[src/rtl/uart_rx_if.sv]
// Receiver-side bundle: the serial line in, the received byte and status pulses out.
`timescale 1ns/1ps
interface uart_rx_if;
   logic       rx;
   logic [7:0] data;
   logic       rx_valid;
   logic       frame_err;
   logic       parity_err;
   logic       busy;

   modport master (output rx, input data, rx_valid, frame_err, parity_err, busy);
   modport slave  (input rx, output data, rx_valid, frame_err, parity_err, busy);
endinterface

[src/rtl/uart_rx.sv]
// 8N1 serial receiver; define UART_RX_PARITY_EN for 8E1 frames with even-parity checking.
// Holds the last good byte and pulses rx_valid / frame_err / parity_err for one cycle.
`timescale 1ns/1ps
module uart_rx #(
   parameter int unsigned CLK_FREQ = 50_000_000,
   parameter int unsigned BAUD     = 115_200
) (
   input  logic      clk,
   input  logic      rst,
   uart_rx_if.slave  bus
);
   localparam int unsigned CLKS_PER_BIT = CLK_FREQ / BAUD;
   localparam int unsigned HALF         = CLKS_PER_BIT / 2;
   localparam int unsigned CNT_W        = $clog2(CLKS_PER_BIT);

   if (CLKS_PER_BIT < 4) begin : g_cfg_check
      $error("uart_rx: CLK_FREQ / BAUD must be at least 4");
   end

   localparam logic [CNT_W-1:0] CNT_HALF = CNT_W'(HALF - 1);
   localparam logic [CNT_W-1:0] CNT_LAST = CNT_W'(CLKS_PER_BIT - 1);

   typedef enum logic [2:0] {
      IDLE   = 3'd0,
      START  = 3'd1,
      DATA   = 3'd2,
      PARITY = 3'd3,
      STOP   = 3'd4,
      BREAK  = 3'd5
   } state_t;

   state_t           state, state_d;
   logic             rx_meta, rx_s;
   logic [CNT_W-1:0] cnt, cnt_d;
   logic [2:0]       idx, idx_d;
   logic [7:0]       shift, shift_d;
   logic [7:0]       data_q, data_d;
   logic             rx_valid_q, rx_valid_d;
   logic             frame_err_q, frame_err_d;
   logic             parity_err_q, parity_err_d;
   logic             busy_q, busy_d;
`ifdef UART_RX_PARITY_EN
   logic             par, par_d;
`endif

   // Two-flop synchronizer; idle-high reset so a reset never looks like a start bit.
   always_ff @(posedge clk or posedge rst) begin
      if (rst) begin
         rx_meta <= 1'b1;
         rx_s    <= 1'b1;
      end else begin
         rx_meta <= bus.rx;
         rx_s    <= rx_meta;
      end
   end

   always_ff @(posedge clk or posedge rst) begin
      if (rst) begin
         state        <= IDLE;
         cnt          <= '0;
         idx          <= '0;
         shift        <= '0;
         data_q       <= '0;
         rx_valid_q   <= 1'b0;
         frame_err_q  <= 1'b0;
         parity_err_q <= 1'b0;
         busy_q       <= 1'b0;
`ifdef UART_RX_PARITY_EN
         par          <= 1'b0;
`endif
      end else begin
         state        <= state_d;
         cnt          <= cnt_d;
         idx          <= idx_d;
         shift        <= shift_d;
         data_q       <= data_d;
         rx_valid_q   <= rx_valid_d;
         frame_err_q  <= frame_err_d;
         parity_err_q <= parity_err_d;
         busy_q       <= busy_d;
`ifdef UART_RX_PARITY_EN
         par          <= par_d;
`endif
      end
   end

   // Next-state and registered-output logic; the counter clears on every sample point.
   always_comb begin
      state_d      = state;
      cnt_d        = cnt + CNT_W'(1);
      idx_d        = idx;
      shift_d      = shift;
      data_d       = data_q;
      rx_valid_d   = 1'b0;
      frame_err_d  = 1'b0;
      parity_err_d = 1'b0;
`ifdef UART_RX_PARITY_EN
      par_d        = par;
`endif
      unique case (state)
         IDLE: begin
            cnt_d = '0;
            if (!rx_s) begin
               state_d = START;
               idx_d   = '0;
`ifdef UART_RX_PARITY_EN
               par_d   = 1'b0;
`endif
            end
         end
         START: begin
            if (cnt == CNT_HALF) begin
               cnt_d   = '0;
               state_d = rx_s ? IDLE : DATA;
            end
         end
         DATA: begin
            if (cnt == CNT_LAST) begin
               cnt_d   = '0;
               shift_d = {rx_s, shift[7:1]};
               idx_d   = idx + 3'd1;
`ifdef UART_RX_PARITY_EN
               par_d   = par ^ rx_s;
               if (idx == 3'd7) state_d = PARITY;
`else
               if (idx == 3'd7) state_d = STOP;
`endif
            end
         end
`ifdef UART_RX_PARITY_EN
         PARITY: begin
            if (cnt == CNT_LAST) begin
               cnt_d   = '0;
               par_d   = par ^ rx_s;
               state_d = STOP;
            end
         end
`endif
         STOP: begin
            if (cnt == CNT_LAST) begin
               cnt_d = '0;
               // A low stop bit outranks a parity mismatch.
               if (!rx_s) begin
                  frame_err_d = 1'b1;
                  state_d     = BREAK;
`ifdef UART_RX_PARITY_EN
               end else if (par) begin
                  parity_err_d = 1'b1;
                  state_d      = IDLE;
`endif
               end else begin
                  data_d     = shift;
                  rx_valid_d = 1'b1;
                  state_d    = IDLE;
               end
            end
         end
         BREAK: begin
            cnt_d = '0;
            if (rx_s) state_d = IDLE;
         end
         default: begin
            cnt_d   = '0;
            state_d = IDLE;
         end
      endcase
      busy_d = (state_d != IDLE);
   end

   assign bus.data       = data_q;
   assign bus.rx_valid   = rx_valid_q;
   assign bus.frame_err  = frame_err_q;
   assign bus.parity_err = parity_err_q;
   assign bus.busy       = busy_q;
endmodule

[src/flat_wrapper.sv]
// flat-port wrapper written by rule: the top's interface ports become plain ports
module uart_rx_flat 
#(
   parameter int unsigned CLK_FREQ = 50_000_000,
   parameter int unsigned BAUD     = 115_200
)
  (clk, rst, bus_rx, bus_data, bus_rx_valid, bus_frame_err, bus_parity_err, bus_busy);
  uart_rx_if bus_i ();
  input  logic clk;
  input  logic rst;
  input wire logic [$bits(bus_i.rx)-1:0] bus_rx;
  output wire logic [$bits(bus_i.data)-1:0] bus_data;
  output wire logic [$bits(bus_i.rx_valid)-1:0] bus_rx_valid;
  output wire logic [$bits(bus_i.frame_err)-1:0] bus_frame_err;
  output wire logic [$bits(bus_i.parity_err)-1:0] bus_parity_err;
  output wire logic [$bits(bus_i.busy)-1:0] bus_busy;
  assign bus_i.rx = bus_rx;
  assign bus_data = bus_i.data;
  assign bus_rx_valid = bus_i.rx_valid;
  assign bus_frame_err = bus_i.frame_err;
  assign bus_parity_err = bus_i.parity_err;
  assign bus_busy = bus_i.busy;
  uart_rx #(.CLK_FREQ(CLK_FREQ), .BAUD(BAUD)) u_core (.clk(clk), .rst(rst), .bus(bus_i));
endmodule
[config.mk]
export PLATFORM = sky130hd
export DESIGN_NAME = uart_rx_flat
export DESIGN_NICKNAME = d
export VERILOG_FILES = /design/src/rtl/uart_rx_if.sv /design/src/rtl/uart_rx.sv /design/src/flat_wrapper.sv
export SDC_FILE = /design/constraint.sdc
export NUM_CORES = 1
export LEC_CHECK = 0
export CAP_MARGIN = 20
export CORE_MARGIN = 3
export CORE_UTILIZATION = 59
export CTS_BUF_LIST = sky130_fd_sc_hd__clkbuf_2 sky130_fd_sc_hd__clkbuf_4 sky130_fd_sc_hd__clkbuf_8
export DETAILED_ROUTE_END_ITERATION = 12
export HOLD_SLACK_MARGIN = 0.03
export PLACE_DENSITY = 0.79
export RECOVER_POWER = 25
export SLEW_MARGIN = 20
export SYNTH_ARGS = -nofsm -noshare
export SYNTH_HDL_FRONTEND = slang
export SYNTH_SLANG_ARGS = --single-unit
[constraint.sdc]
create_clock -name clk -period 2.1 [get_ports clk]
set_input_delay 0.42 -clock clk [delete_from_list [all_inputs] [get_ports clk]]
set_output_delay 0.42 -clock clk [all_outputs]
set_load 0.1 [all_outputs]
# == Yosys cells after proc, flatten, opt, wreduce, memory -nomap -nowiden ==
# Cells that the tools add are included.
# word_totals
register_bits,36
out_inout_bits,12
word_cells,49
# op_classes
n_addsub,2
n_eq_ne,9
muxes,21
reduce_logical,7
# ops
cell,n
$mux 3,9
$mux 9,2
$pmux 9 s2,1
$pmux 3 s5,1
$add 9x1->9 const B,1
$eq 3x3->1 const B,3
$eq 9x8->1 const B,1
$eq 9x9->1 const B,1
$mux 1,6
$pmux 3 s2,1
$reduce_and 3->1,2
$add 3x1->3 const B,1
$eq 3x1->1 const B,1
$eq 3x2->1 const B,1
$logic_not 3->1,1
$reduce_bool 3->1,1
$mux 2,1
$ne 2x1->1 const B,1
$ne 2x2->1 const B,1
$reduce_and 2->1,1
$reduce_bool 2->1,1
$reduce_or 2->1,1

# == Logic depth before layout (Yosys ltp) ==
# logic_depth
ltp_word,5
depth_mapped,7
ltp_nobuf,5

# == Worst setup path before layout ==
# OpenSTA, ideal clock, no wires.
# synth_timing
kind,register -> register
startpoint,reg u_core.cnt[0]
endpoint,reg u_core.shift[0]
setup_ns,0.125
t_arrival_ns,1.472
t_required_ns,1.975
setup_slack_ns,0.503
path_stages_with_launch,7
n_path_buf,2
cell_sequence,dfrtp_1 -> ha_1 -> and4b_1 -> buf_2 -> nand3_4 -> buf_6 -> mux2_4
# synth_via
elab_chain_len,2
# synth_lines
element,line,text
start: declaration,uart_rx.sv:34,"logic [CNT_W-1:0] cnt, cnt_d;"
start signal: assignment,uart_rx.sv:73,cnt <= cnt_d;
$eq 9x9->1,uart_rx.sv:118,if (cnt == CNT_LAST) begin
$reduce_and 2->1 (no source line),-,
end signal: assignment,uart_rx.sv:75,shift <= shift_d;
end: declaration,uart_rx.sv:36,"logic [7:0] shift, shift_d;"
# Every way passes these cells.
# A chain may end at the register's enable or synchronous reset.

# == Worst setup path after layout ==
# layout_timing
startpoint,reg u_core.cnt[1]
endpoint,reg u_core.shift[3]
# The elaborated chain is that of the path after synthesis.

==> results.toml <==
[run_status]
status = "finished, final reports clean"

[global_route]
grt_pass1_vias = 1130
grt_pass1_wl_mm = 5.18
grt_util_met1 = 0.240
antenna_found_initial = 0
grtUsageMet2 = 0.324
grt_max_degree = 37
busiest_layer = "met2"
use_met3 = 0.0574
grt-ovfl-total = 0
grtUsageTotal = 0.195

[yosys]
synth.avg_cell_area_um2 = 12.8
synth_enable_flop_cells = 0
syn_area_um2 = 1750
synth-async-reset-ratio = 1.00
syn-num-nets = 145
yosys_warnings = 0
yosysUniqueCellTypes = 47
synthFlopType = "dfrtp_1"
synth_seq_cells = 36
synthCells = 137
ys_seq_area_frac = 0.517

[detailed_routing]
avgViaCountPerCell = 6.01
drt-initial-drc-count = 26
drtPass1Iterations = 4
drc = 0
vias = 1100
ant_nets = 0
routed_wl_mm = 2.97
wire_per_inst_um = 16.2

[cts]
postCtsResizedCells = 0
clockRootBuffer = "clkbuf_4"
cts_sinks = 36
htree_levels = 2
path_clk_slew_ns = 0.11
cts_buffers = 5
clock_path_buffers = 2
cts_setup_buffers = 0
holdBufCountCts = 0
clk_latency_ns = 0.34
tritoncts = "built"

[cells_and_area]
area_growth_pct = 8.73
mostFrequentLayoutCell = "dfrtp_1"
fillers = 215
design_area_um2 = 1900
instances_no_fill = 183
nNetsFinal = 159
regArea_um2 = 903
diodes = 0
multi_input_area_um2 = 763
finalCoreUtilization = 0.683
layout-drive-gt1-share = 0.303
final_cell_mix = "dfrtp_1 (34), buf_4 (11), mux2_2 (9), inv_1 (8)"

[timing]
layout_min_cycle_time_ns = 1.80
setup_ws_ns = 0.303
hold_viol_final = 0
slew_headroom = 0.428
slew_viol_final = 0
clock-skew-final_ns = 0.0137
worst_pin_slew_ns = 0.858
rsz0062_at_grt = "false"
post-route-period-util = 0.856
max_freq_mhz = 556
finalSetupViolCount = 0
setup_tns_ns = 0

[place]
dp_hpwl_mm = 2.05
io_buffers = 13
gp_congestion = 0.841
dp_slack_ns = 0.303
place_area_um2 = 1850
dp.cells = 175

[worst_setup_path]
path_max_fanout = 11
crit_slowest_cell = "dfrtp_1"
rrSetupSlack_ns = 0.30
cp.arrival_ns = 2.03
cp-end-kind = "register"
crit_required_ns = 2.33
worstSetupPathType = "register to register"
start_kind = "register"
max_stage_delay_ns = 0.41
cp_cell_sequence = "inv_1 -> ha_1 -> and4b_1 -> nand3_4 -> mux2_4"

[die]
dieArea_um2 = 3650
initial_core_util = 0.628
core.rowCount = 19
fp.coreArea_um2 = 2780
die_x_um = 60.4
chipHeight_um = 60.4
ios = 15

[flow_run]
maxCapViolCount = 0

[hold_path]
hold_class = "register to register"

[pwr]
ir_worst_vdd_uv = 580
p_leak_nw = 0.927
p_per_area_nw_per_um2 = 579
## power by group
| part | switching [W] | internal [W] |
|---|---|---|
| Combinational | 0.0000218 | 0.00000434 |
| Clock | 0.000220 | 0.000156 |
| Sequential | 0.00000185 | 0.000696 |
| Total | 0.000244 | 0.000857 |
## per-stage QoR
step	hold slack, ns	total power [W]
after floorplan	0.345	0.000732
after global placement	0.349	0.000739
after detailed placement	0.354	0.000740
after CTS	0.368	0.00112
after global routing	0.375	0.00115
final	0.364	0.00110
## per-layer routing
metal,vias up,part of all wire
met5,-,0
met4,0,0.020
met3,7,0.045
met2,23,0.50
met1,545,0.43
li1,525,-
## path summary, 6_finish.rpt
kind                                startpoint              end  cells after the start
worst max-delay path             u_core.cnt[1]  u_core.shift[3]                      5
worst min register to register  u_core.rx_meta      u_core.rx_s                      0
worst min-delay path            u_core.rx_meta      u_core.rx_s                      0
worst max register to register   u_core.cnt[1]  u_core.shift[3]                      5
min in group asynchronous                  rst  u_core.shift[1]                      3
max in group asynchronous                  rst    u_core.idx[1]                      3
## cell type report
type,instances,share of cell area
Sequential cell,36,0.475
Inverter,8,0.0158
Clock buffer,7,0.0276
Multi-Input combinational cell,86,0.402
Clock inverter,1,0.00263
Timing Repair Buffer,14,0.0566
Tap cell,31,0.0204
## sequential cells by signal (all words and copies together), names as in the netlist
register,flops
u_core.state,3
u_core.rx_meta,1
u_core.bus.data,8
u_core.bus.frame_err,1
u_core.cnt,9
u_core.bus.rx_valid,1
u_core.bus.busy,1
u_core.shift,8
u_core.idx,3
u_core.rx_s,1
## cell usage after synthesis, types with 2 or more instances
master    count  area share
dfrtp_1      34        0.49
a22oi_1       4       0.017
nand3_1       5       0.014
ha_1          5       0.036
buf_4         2      0.0086
nand4_1       3       0.011
o21ai_0       4       0.011
nor3_1        2      0.0057
a21oi_1       4       0.011
dfstp_2       2       0.030
xor2_1        2       0.010
mux2_4        7       0.060
mux2i_1       3       0.017
nand2_1       6       0.013
and2b_1       2      0.0086
or3_1         4       0.014
inv_1         8       0.017
mux2_2        9       0.058
nand4b_1      2       0.010
buf_6         2       0.013
## cell families after synthesis
family                   after synthesis  share of synthesized area
buffers and inverters                 15                     0.0465
AND/OR/NAND/NOR                       38                      0.162
AO/OA/AOI/OAI                         20                     0.0866
multiplexers                          19                      0.135
other                                  1                    0.00215
adder cells (fa/ha/maj)                5                     0.0358
XOR/XNOR                               3                     0.0150
flip-flops                            36                      0.517
## critical path, delay by kind of cell, from the launching register on
family                   cells  cell delay [ns]
adder cells (fa/ha/maj)      1             0.16
buffers and inverters        1             0.09
flip-flops                   1             0.41
multiplexers                 1             0.37
AND/OR/NAND/NOR              2             0.67
No activity file was read; power rests on OpenSTA's default activity.
